--- config.mk ---
export PLATFORM = sky130hd
export DESIGN_NAME = countdown_timer_flat
export DESIGN_NICKNAME = d
export VERILOG_FILES = /design/src/rtl/timer_pkg.sv /design/src/rtl/countdown_timer_if.sv /design/src/rtl/bcd_mmss_down.sv /design/src/rtl/countdown_timer.sv /design/src/flat_wrapper.sv
export SDC_FILE = /design/constraint.sdc
export NUM_CORES = 1
export LEC_CHECK = 0
export ABC_AREA = 1
export CAP_MARGIN = 20
export CORE_MARGIN = 4
export CORE_UTILIZATION = 55
export DETAILED_ROUTE_END_ITERATION = 7
export MAX_ROUTING_LAYER = met4
export PLACE_DENSITY = 0.76
export SETUP_SLACK_MARGIN = 0.4
export SLEW_MARGIN = 0
export SYNTH_ARGS = -nofsm -noshare
export SYNTH_HDL_FRONTEND = slang
export SYNTH_SLANG_ARGS = --single-unit
--- constraint.sdc ---
create_clock -name clk -period 4.8 [get_ports clk]
set_input_delay 0.96 -clock clk [delete_from_list [all_inputs] [get_ports clk]]
set_output_delay 0.96 -clock clk [all_outputs]
set_load 0.02 [all_outputs]
--- src/rtl/timer_pkg.sv ---
// Purpose: shared types, limits and BCD helper for the MM:SS countdown timer.
// Latency: n/a (types, constants and a pure combinational function).
// Backpressure: n/a.
package timer_pkg;

  typedef enum logic [1:0] {
    IDLE    = 2'd0,
    RUN     = 2'd1,
    PAUSED  = 2'd2,
    EXPIRED = 2'd3
  } timer_state_e;

  localparam int MAX_MIN = 99;
  localparam int MAX_SEC = 59;

  // Binary 0..99 to {tens, ones} BCD. Callers clamp before calling, so
  // the tens search tops out at 9.
  function automatic logic [7:0] bin_to_bcd2(input logic [6:0] bin);
    logic [3:0] tens;
    logic [3:0] ones;
    tens = 4'd0;
    for (int k = 1; k <= 9; k++) begin
      if (bin >= 7'(k * 10)) tens = 4'(k);
    end
    // The true remainder is below 10, so arithmetic modulo 16 on the low
    // nibble is exact: ones = bin - 10*tens, with 10*tens = 8*tens + 2*tens.
    ones = bin[3:0] - ({tens[0], 3'b000} + {tens[2:0], 1'b0});
    return {tens, ones};
  endfunction

endpackage

--- src/rtl/countdown_timer_if.sv ---
// Purpose: control and display bundle between a host and the countdown timer.
// Latency: n/a (wires only).
// Backpressure: none; controls are sampled every clk, outputs are always valid.
// Ports: master drives load/set_min/set_sec/start/pause and reads the BCD
//        digits plus running/done/alarm; slave is the timer side.
interface countdown_timer_if;
  logic       load;
  logic [6:0] set_min;
  logic [5:0] set_sec;
  logic       start;
  logic       pause;
  logic [3:0] min_tens;
  logic [3:0] min_ones;
  logic [3:0] sec_tens;
  logic [3:0] sec_ones;
  logic       running;
  logic       done;
  logic       alarm;

  modport master (
    output load, set_min, set_sec, start, pause,
    input  min_tens, min_ones, sec_tens, sec_ones, running, done, alarm
  );

  modport slave (
    input  load, set_min, set_sec, start, pause,
    output min_tens, min_ones, sec_tens, sec_ones, running, done, alarm
  );
endinterface

--- src/rtl/bcd_mmss_down.sv ---
// Purpose: MM:SS BCD register with a one-second borrow-chain decrement and zero detect.
// Latency: load/decrement visible one clk after the enabling edge.
// Backpressure: none; dec_en at 00:00 is ignored so the value never wraps.
// Ports: clk, restart (sync, highest priority), load_en + load_digits
//        {mt,mo,st,so}, dec_en; outputs the four digits and is_zero.
module bcd_mmss_down (
  input  logic        clk,
  input  logic        restart,
  input  logic        load_en,
  input  logic [15:0] load_digits,
  input  logic        dec_en,
  output logic [3:0]  min_tens,
  output logic [3:0]  min_ones,
  output logic [3:0]  sec_tens,
  output logic [3:0]  sec_ones,
  output logic        is_zero
);

  assign is_zero = (min_tens == 4'd0) && (min_ones == 4'd0) &&
                   (sec_tens == 4'd0) && (sec_ones == 4'd0);

  always_ff @(posedge clk) begin
    if (restart) begin
      min_tens <= 4'd0;
      min_ones <= 4'd0;
      sec_tens <= 4'd0;
      sec_ones <= 4'd0;
    end else if (load_en) begin
      {min_tens, min_ones, sec_tens, sec_ones} <= load_digits;
    end else if (dec_en && !is_zero) begin
      // Each digit borrows from the next one up only when it is at zero;
      // seconds-tens wraps to 5, the other digits wrap to 9.
      if (sec_ones != 4'd0) begin
        sec_ones <= sec_ones - 4'd1;
      end else begin
        sec_ones <= 4'd9;
        if (sec_tens != 4'd0) begin
          sec_tens <= sec_tens - 4'd1;
        end else begin
          sec_tens <= 4'd5;
          if (min_ones != 4'd0) begin
            min_ones <= min_ones - 4'd1;
          end else begin
            min_ones <= 4'd9;
            min_tens <= min_tens - 4'd1;
          end
        end
      end
    end
  end

endmodule

--- src/rtl/countdown_timer.sv ---
// Purpose: MM:SS countdown with one-second prescaler, level done and timed alarm pulse.
// Latency: start/pause/load take effect on the sampling edge; first decrement TICK_DIV clks after RUN entry.
// Backpressure: none; priority restart > load > start > pause, unused commands ignored.
// Ports: clk, restart (sync active-high), bus (countdown_timer_if.slave).
// TICK_DIV must be >= 2 and ALARM_CYCLES >= 1.
module countdown_timer #(
  parameter int TICK_DIV     = 50_000_000,
  parameter int ALARM_CYCLES = 25_000_000
) (
  input  logic              clk,
  input  logic              restart,
  countdown_timer_if.slave  bus
);

  import timer_pkg::*;

  localparam int             PW         = $clog2(TICK_DIV);
  localparam logic [PW-1:0]  PRESC_LAST = PW'(TICK_DIV - 1);
  localparam int             AW         = $clog2(ALARM_CYCLES + 1);
  localparam logic [AW-1:0]  ALARM_LOAD = AW'(ALARM_CYCLES - 1);

  timer_state_e   state;
  logic [PW-1:0]  presc;
  logic [AW-1:0]  alarm_cnt;
  logic           running_q;
  logic           done_q;
  logic           alarm_q;

  logic [6:0]     min_c;
  logic [5:0]     sec_c;
  logic [15:0]    load_digits;
  logic [3:0]     mt, mo, st, so;
  logic           is_zero;
  logic           pause_eff;
  logic           tick;
  logic           last_sec;
  logic           dec_en;

  // Out-of-range presets saturate rather than producing non-BCD digits.
  assign min_c = (bus.set_min > 7'(MAX_MIN)) ? 7'(MAX_MIN) : bus.set_min;
  assign sec_c = (bus.set_sec > 6'(MAX_SEC)) ? 6'(MAX_SEC) : bus.set_sec;
  assign load_digits = {bin_to_bcd2(min_c), bin_to_bcd2({1'b0, sec_c})};

  // start wins over pause when both are high.
  assign pause_eff = bus.pause && !bus.start;
  // A pause edge freezes the prescaler, so no tick can land on it.
  assign tick      = (state == RUN) && !pause_eff && (presc == PRESC_LAST);
  assign dec_en    = tick;
  // The tick that leaves 00:00 behind is the one that finds 00:01.
  assign last_sec  = ({mt, mo, st, so} == 16'h0001);

  bcd_mmss_down u_digits (
    .clk         (clk),
    .restart     (restart),
    .load_en     (bus.load),
    .load_digits (load_digits),
    .dec_en      (dec_en),
    .min_tens    (mt),
    .min_ones    (mo),
    .sec_tens    (st),
    .sec_ones    (so),
    .is_zero     (is_zero)
  );

  always_ff @(posedge clk) begin
    if (restart) begin
      state     <= IDLE;
      presc     <= '0;
      alarm_cnt <= '0;
      running_q <= 1'b0;
      done_q    <= 1'b0;
      alarm_q   <= 1'b0;
    end else if (bus.load) begin
      state     <= IDLE;
      presc     <= '0;
      alarm_cnt <= '0;
      running_q <= 1'b0;
      done_q    <= 1'b0;
      alarm_q   <= 1'b0;
    end else begin
      unique case (state)
        IDLE: begin
          if (bus.start && !is_zero) begin
            state     <= RUN;
            presc     <= '0;
            running_q <= 1'b1;
          end
        end
        RUN: begin
          if (pause_eff) begin
            state     <= PAUSED;
            running_q <= 1'b0;
          end else if (tick) begin
            presc <= '0;
            if (last_sec) begin
              state     <= EXPIRED;
              running_q <= 1'b0;
              done_q    <= 1'b1;
              alarm_q   <= 1'b1;
              alarm_cnt <= ALARM_LOAD;
            end
          end else begin
            presc <= presc + PW'(1);
          end
        end
        PAUSED: begin
          // Prescaler is left alone so a partial second survives the pause.
          if (bus.start) begin
            state     <= RUN;
            running_q <= 1'b1;
          end
        end
        EXPIRED: begin
          // alarm_cnt counts the remaining high cycles after the expiry edge.
          if (alarm_q) begin
            if (alarm_cnt == '0) alarm_q <= 1'b0;
            else                 alarm_cnt <= alarm_cnt - AW'(1);
          end
        end
        default: begin
          state <= IDLE;
        end
      endcase
    end
  end

  assign bus.min_tens = mt;
  assign bus.min_ones = mo;
  assign bus.sec_tens = st;
  assign bus.sec_ones = so;
  assign bus.running  = running_q;
  assign bus.done     = done_q;
  assign bus.alarm    = alarm_q;

endmodule

--- src/flat_wrapper.sv ---
// flat-port wrapper written by rule: the top's interface ports become plain ports
module countdown_timer_flat import timer_pkg::*;
#(
  parameter int TICK_DIV     = 50_000_000,
  parameter int ALARM_CYCLES = 25_000_000
)
  (clk, restart, bus_load, bus_set_min, bus_set_sec, bus_start, bus_pause, bus_min_tens, bus_min_ones, bus_sec_tens, bus_sec_ones, bus_running, bus_done, bus_alarm);
  countdown_timer_if bus_i ();
  input  logic clk;
  input  logic restart;
  input wire logic [$bits(bus_i.load)-1:0] bus_load;
  input wire logic [$bits(bus_i.set_min)-1:0] bus_set_min;
  input wire logic [$bits(bus_i.set_sec)-1:0] bus_set_sec;
  input wire logic [$bits(bus_i.start)-1:0] bus_start;
  input wire logic [$bits(bus_i.pause)-1:0] bus_pause;
  output wire logic [$bits(bus_i.min_tens)-1:0] bus_min_tens;
  output wire logic [$bits(bus_i.min_ones)-1:0] bus_min_ones;
  output wire logic [$bits(bus_i.sec_tens)-1:0] bus_sec_tens;
  output wire logic [$bits(bus_i.sec_ones)-1:0] bus_sec_ones;
  output wire logic [$bits(bus_i.running)-1:0] bus_running;
  output wire logic [$bits(bus_i.done)-1:0] bus_done;
  output wire logic [$bits(bus_i.alarm)-1:0] bus_alarm;
  assign bus_i.load = bus_load;
  assign bus_i.set_min = bus_set_min;
  assign bus_i.set_sec = bus_set_sec;
  assign bus_i.start = bus_start;
  assign bus_i.pause = bus_pause;
  assign bus_min_tens = bus_i.min_tens;
  assign bus_min_ones = bus_i.min_ones;
  assign bus_sec_tens = bus_i.sec_tens;
  assign bus_sec_ones = bus_i.sec_ones;
  assign bus_running = bus_i.running;
  assign bus_done = bus_i.done;
  assign bus_alarm = bus_i.alarm;
  countdown_timer #(.TICK_DIV(TICK_DIV), .ALARM_CYCLES(ALARM_CYCLES)) u_core (.clk(clk), .restart(restart), .bus(bus_i));
endmodule
* Word level (Yosys, flattened, before mapping) *
Cells that the tools add are included.

word-level totals
  logic and storage cells = 156
  input port bits = 18
  register bits after elaboration = 72

operators by class
  equality and inequality tests = 17
  reduce and logical (&&, ||, !) cells = 33
  bitwise gates (word level) = 1
  add/subtract/negate cells = 10
  order comparisons = 20
  mux-type cells = 65

operator list
  operator                                                                             number
  25-bit two-way mux                                                                   5
  4-bit two-way mux                                                                    21
  26-bit two-way mux                                                                   3
  26-bit case mux with 2 select lines                                                  1
  25-bit case mux with 2 select lines                                                  1
  26-bit by 1-bit adder with 26-bit output, second input constant                      1
  26-bit == test, second input constant                                                1
  25-bit logical NOT                                                                   1
  25-bit by 1-bit subtractor with 25-bit output, second input constant                 1
  3-bit two-way mux                                                                    8
  6-bit by 7-bit greater-or-equal comparator with 1-bit output, second input constant  3
  7-bit by 6-bit greater-or-equal comparator with 1-bit output, second input constant  3
  7-bit greater-or-equal comparator, second input constant                             3
  6-bit greater-or-equal comparator, second input constant                             3
  2-bit two-way mux                                                                    9
  16-bit by 1-bit == test with 1-bit output, second input constant                     1
  4-bit logical NOT                                                                    4
  4-bit by 1-bit subtractor with 4-bit output, second input constant                   4
  7-bit by 5-bit greater-or-equal comparator with 1-bit output, second input constant  2
  2-bit != test, second input constant                                                 7
  6-bit by 5-bit greater-or-equal comparator with 1-bit output, second input constant  2
  1-bit two-way mux                                                                    12
  4-bit AND reduction                                                                  3
  4-bit nonzero test                                                                   3
  other kinds (27)                                                                     44

* Longest topological paths before layout *
  depth in word-level cells = 15
  gate-level depth with buffers = 20
  mapped depth without buffers = 19

* By module *
From an unflattened synthesis, not the netlist that was laid out.

second synthesis, totals
  cells, all modules = 742
  area total of the unflattened synthesis = 4,838.4 um^2

modules (own cells, without submodules)
  module           cells an instance  area each (um^2)  times used
  countdown_timer  574                3,737.3           1
  bcd_mmss_down    168                1,101.1           1

* Worst setup path before layout *
OpenSTA, ideal clock, no wires.

  kind = input-to-reg
  from = in bus_set_min[3]
  to = reg u_core.u_digits.min_ones[3]
  path buffers = 1
  required time = 4.672 ns
  stages on the path = 16
  arrival time = 2.753 ns
  setup slack = 1.919 ns
  cell sequence = clkbuf_1 -> nor2_1 -> nand2_1 -> nand2_1 -> o21ai_0 -> or2_1 -> nand4_1 -> a21oi_1 -> ha_1 -> xor2_1 -> xnor2_1 -> inv_1 -> nand3_1 -> nand3_1 -> nand2_1 -> a21oi_1

on the way
  longest elaborated chain between the ends = 15
  elaborated cells on any way between the ends = 23

RTL lines
  element                                                       RTL line               source
  start, declared                                               flat_wrapper.sv:12     input wire logic [$bits(bus_i.set_min)-1:0] bus_set_min;
  7-bit > comparator                                            countdown_timer.sv:40  assign min_c = (bus.set_min > 7'(MAX_MIN)) ? 7'(MAX_MIN) : bus.set_min;
  7-bit two-way mux (*)                                         countdown_timer.sv:40
  7-bit by 4-bit greater-or-equal comparator with 1-bit output  timer_pkg.sv:23        if (bin >= 7'(k * 10)) tens = 4'(k);
  1-bit two-way mux                                             timer_pkg.sv:23
  2-bit two-way mux (2 in a row)                                timer_pkg.sv:23
  3-bit two-way mux (4 in a row)                                timer_pkg.sv:23
  4-bit two-way mux (2 in a row)                                timer_pkg.sv:23
  4-bit adder                                                   timer_pkg.sv:27        ones = bin[3:0] - ({tens[0], 3'b000} + {tens[2:0], 1'b0});
  4-bit subtractor (*)                                          timer_pkg.sv:27
  4-bit two-way mux (*)                                         bcd_mmss_down.sv:28    end else if (load_en) begin
  end signal, assigned                                          bcd_mmss_down.sv:29    {min_tens, min_ones, sec_tens, sec_ones} <= load_digits;
  end signal, assigned                                          bcd_mmss_down.sv:42    min_ones <= min_ones - 4'd1;
  end, declared                                                 bcd_mmss_down.sv:13    output logic [3:0] min_ones,

Mark *: on every way between the ends. The rest lies on a longest branch, timed or not.
A chain may end at the register's enable or synchronous reset.

* Worst setup path after layout *
  from = in bus_start
  to = reg u_core.presc[16]

on the way
  longest elaborated chain between the ends = 8
  elaborated cells on any way between the ends = 12

RTL lines
  element                              RTL line                source
  start, declared                      flat_wrapper.sv:14      input wire logic [$bits(bus_i.start)-1:0] bus_start;
  1-bit logical NOT                    countdown_timer.sv:45   assign pause_eff = bus.pause && !bus.start;
  1-bit logical AND                    countdown_timer.sv:45
  1-bit logical NOT                    countdown_timer.sv:47   assign tick = (state == RUN) && !pause_eff && (presc == PRESC_LAST);
  1-bit logical AND (2 in a row)       countdown_timer.sv:47
  26-bit two-way mux                   countdown_timer.sv:93   end else if (tick) begin
  26-bit two-way mux                   countdown_timer.sv:90   if (pause_eff) begin
  26-bit case mux with 2 select lines  countdown_timer.sv:81   unique case (state)
  end signal, assigned                 countdown_timer.sv:103  presc <= presc + PW'(1);
  end, declared                        countdown_timer.sv:23   logic [PW-1:0] presc;

Parallel ways exist; a longest one is shown, timed or not. The select of a mux whose other input is x is not followed.

==> impl_metrics.csv <==
group,metric,value,unit
yosys,synth_flop_cell,"dfxtp_1",
clock_tree,cts_tree,"yes",
setup_path,endpoint_kind,"flip-flop",
yosys,avgSynthCellArea,6.58,um^2
pwr,p_seq_share,45.7,%
run,drv_cap,0,
floorplan,die_area,0.00924,mm^2
yosys,synth-async-reset-ratio,0,%
clock_tree,cts_buffers,9,
global_route,grt_max_degree,21,
setup_path,critical_path_required,5040,ps
cells_and_area,area_growth,15.2,%
setup_path,path_class,"in2reg",
yosys,synth-edff-count,0,
cells_and_area,drive_gt1_share,5.66,%
global_route,grt_pass1_wl,17100,um
detailed_routing,dr.max_layer_used,"met4",
pwr,clkPwrFrac,35.7,%
worst_hold_path,hold_path.startpoint,"u_core.bus.done$_SDFFE_PP0P_",
detailed_routing,post_drt_wl_per_cell,12.9,um
detailed_routing,drtIter0Drc,204,
sta,setup_viol,0,
sta,fmax,0.295,GHz
pwr,intPower,0.982,mW
yosys,yosysTopAreaCell,"dfxtp_1",
sta,hold_viol,0,
detailed_routing,drc,0,
detailed_routing,ant_nets,0,
global_route,grt_pass1_vias,3902,
yosys,yosysSeqAreaShare,33.7,%
global_route,grt.total_usage,23.7,%
yosys,ys_warn_count,0,
yosys,synth_cell_types,45,
status,outcome,"completed",
pwr,switching_share,29.0,%
clock_tree,clockRootBuffer,"clkbuf_8",
floorplan,num_rows,31,
floorplan,ioPinCount,37,
setup_path,critPathMaxStageDelay,610,ps
clock_tree,hold_buffers,0,
sta,min_period,3390,ps
clock_tree,cts_num_sinks,72,
yosys,ys_ff_latch,72,
detailed_routing,vias,4332,
pwr,power.leakage,1.96,nW
place,gp_congestion,0.916,
detailed_routing,dr.pass1.iters,5,
yosys,syn_area,0.00427,mm^2
pwr,pwr-share-comb,18.5,%
place,hpwl,7620,um
sta,maxSlewViolCount,0,
setup_path,crit_fanout,16,
sta,fin_tns_setup,0,ps
floorplan,die_x,96.1,um
sta,clock_skew,6.79,ps
worst_hold_path,hp-class,"reg2reg",
floorplan,core-area,0.00741,mm^2
pwr,ir_drop,0.000193,V
sta,slew-limit-headroom,55.7,%
cells_and_area,diodes,0,
clock_tree,clkTransAtPathRegs,70,ps
setup_path,start_kind,"input port",
detailed_routing,drt-met1-wl,4560,um
cells_and_area,fin_util,66.4,%
clock_tree,cts_resized,0,
clock_tree,postCtsSetupRepairBufs,0,
sta,rsz0062_at_grt,"no",
detailed_routing,wl_met3,401,um
pwr,powerDensity,281,mW/mm^2
setup_path,crit_chain,"clkdlybuf4s50_1, inv_1, nand2_1, nand2_2, nand2_1, clkinv_1, o21ai_2, inv_1, o21ai_1, a21oi_1",
clock_tree,insertion_delay,350,ps
pwr,p_switching,0.401,mW
clock_tree,cts.htree.levels,3,
yosys,netlist_top_cells_area,"dfxtp_1, nand2_1, nor2_1, a21oi_1, inv_1",
place,numPortBuffers,36,
clock_tree,clockBufferDepth,2,
yosys,synth_top_area_share,33.7,%
setup_path,startpoint,"bus_start",
setup_path,arrival,3630,ps
setup_path,path_delay_family,"buffers and inverters",
setup_path,timing.rr.start,"u_core.u_digits.min_tens[0]$_SDFFE_PP0P_",
floorplan,chipHeight,96.1,um
floorplan,start_util,57.7,%
detailed_routing,routed_wl,10200,um
setup_path,critPathSlowestCell,"o21ai_2",
setup_path,crit_buf_inv,4,
cells_and_area,nets,711,
global_route,grt-ovfl-total,0,
yosys,synth_cells,649,
detailed_routing,wl_met2,5070,um
sta,finalCritPeriodShare,70.6,%
detailed_routing,via_per_inst,5.50,
global_route,antenna_found_initial,0,
yosys,syn_nets,675,
sta,worstMarginPinSlew,662,ps
[cell usage after synthesis, types with 2 or more instances]
library cell and count:
a41oi_1 2, a21oi_1 56, nand2_2 6, o21ai_2 2, nor3_1 14, nand2_1 135
or2_0 2, nand3b_1 5, nor2_4 3, a221oi_1 2, nor4_1 8, xor2_1 14
nor2_1 101, dfxtp_1 72, xnor2_1 13, o211ai_1 2, nand3_1 35, clkbuf_1 10
nand4_1 14, a31oi_1 6, inv_1 69, or2_2 3, o21ai_0 40, inv_2 2
a211oi_1 6, ha_1 8
[stage by stage]
step | power (mW) | setup WS (ps) | instance area [um^2] | hold WS, ps | cells
final | 1.38 | 1410 | 4920 | 462 | 788
after global routing | 1.45 | 1110 | 4920 | 489 | 788
after CTS | 1.39 | 1420 | 4920 | 464 | 788
after detailed placement | 0.900 | 1040 | 4720 | 450 | 773
after global placement | 0.893 | 1190 | 4720 | 435 | 773
after floorplan | 0.818 | 1920 | 4270 | 423 | 649
[per-layer routing]
| layer | vias to the layer above | track usage (%) |
|---|---|---|
| li1 | 2225 | - |
| met1 | 1994 | 29.1 |
| met2 | 99 | 40.0 |
| met3 | 14 | 4.38 |
| met4 | 0 | 5.92 |
| met5 | - | - |
[registers in the layout, summed over array words and instances, names as in the netlist, 2 cells and up]
name / count
u_core.u_digits.min_ones: 4
u_core.state: 2
u_core.u_digits.min_tens: 4
u_core.alarm_cnt: 25
u_core.u_digits.sec_ones: 4
u_core.u_digits.sec_tens: 4
u_core.presc: 26
[worst min-delay path: cells and delay by family (launching register included)]
family                 cells  cell delay, ps
flip-flops                 1             320
buffers and inverters      1              50
AO/OA/AOI/OAI              1              50
[cells by family after synthesis]
logic type	count (synthesis)	share of synthesized area [%]
AOI/OAI and AO/OA	124	16.3
xor gates and xnor gates	27	5.54
adders and majority gates	8	2.34
buffers and inverters	85	7.56
DFF	72	33.7
and+or+nand+nor	333	34.5
[worst paths after layout]
check | endpoint | slack, ps | depth (start not counted)
worst max register to register | u_core.presc[16]$_SDFFE_PP0P_ | 1620 | 14
worst max-delay path | u_core.presc[16]$_SDFFE_PP0P_ | 1410 | 10
worst min register to register | u_core.bus.done$_SDFFE_PP0P_ | 460 | 2
worst min-delay path | u_core.bus.done$_SDFFE_PP0P_ | 460 | 2
[cell type report]
cell class	count	area, um^2
Multi-Input combinational cell	492	2510
Tap cell	99	124
Fill cell	673	2490
Sequential cell	72	1440
Clock inverter	4	53.8
Inverter	73	275
Clock buffer	11	151
Timing Repair Buffer	37	368
[cells in the final DEF (no fill, tap or decap), types with 2 or more instances in the layout]
master / Yosys / final
nor2_1: 101 / 101
nand3_1: 35 / 35
o21ai_0: 40 / 40
nand2_1: 135 / 135
nor2_4: 3 / 3
clkdlybuf4s50_1: 0 / 36
ha_1: 8 / 8
nand2_2: 6 / 6
clkbuf_8: 0 / 11
a21oi_1: 56 / 56
nand4_1: 14 / 14
nor4_1: 8 / 8
a211oi_1: 6 / 6
inv_1: 69 / 69
a221oi_1: 2 / 2
xor2_1: 14 / 14
inv_2: 2 / 2
nand3b_1: 5 / 5
o21ai_2: 2 / 2
a31oi_1: 6 / 6
o211ai_1: 2 / 2
or2_2: 3 / 3
xnor2_1: 13 / 13
dfxtp_1: 72 / 72
a41oi_1: 2 / 2
nor3_1: 14 / 14
clkinvlp_4: 0 / 2
or2_0: 2 / 2
[power by group through the flow]
stage                     Clock [mW]  Sequential (mW)  Combinational [mW]
after floorplan                    0            0.659               0.159
after CTS                      0.503            0.632               0.256
after detailed placement           0            0.646               0.254
after global placement             0            0.645               0.248
final                          0.494            0.632               0.256
after global routing           0.528            0.635               0.286
Note: power is estimated with default switching activity, not from simulation.
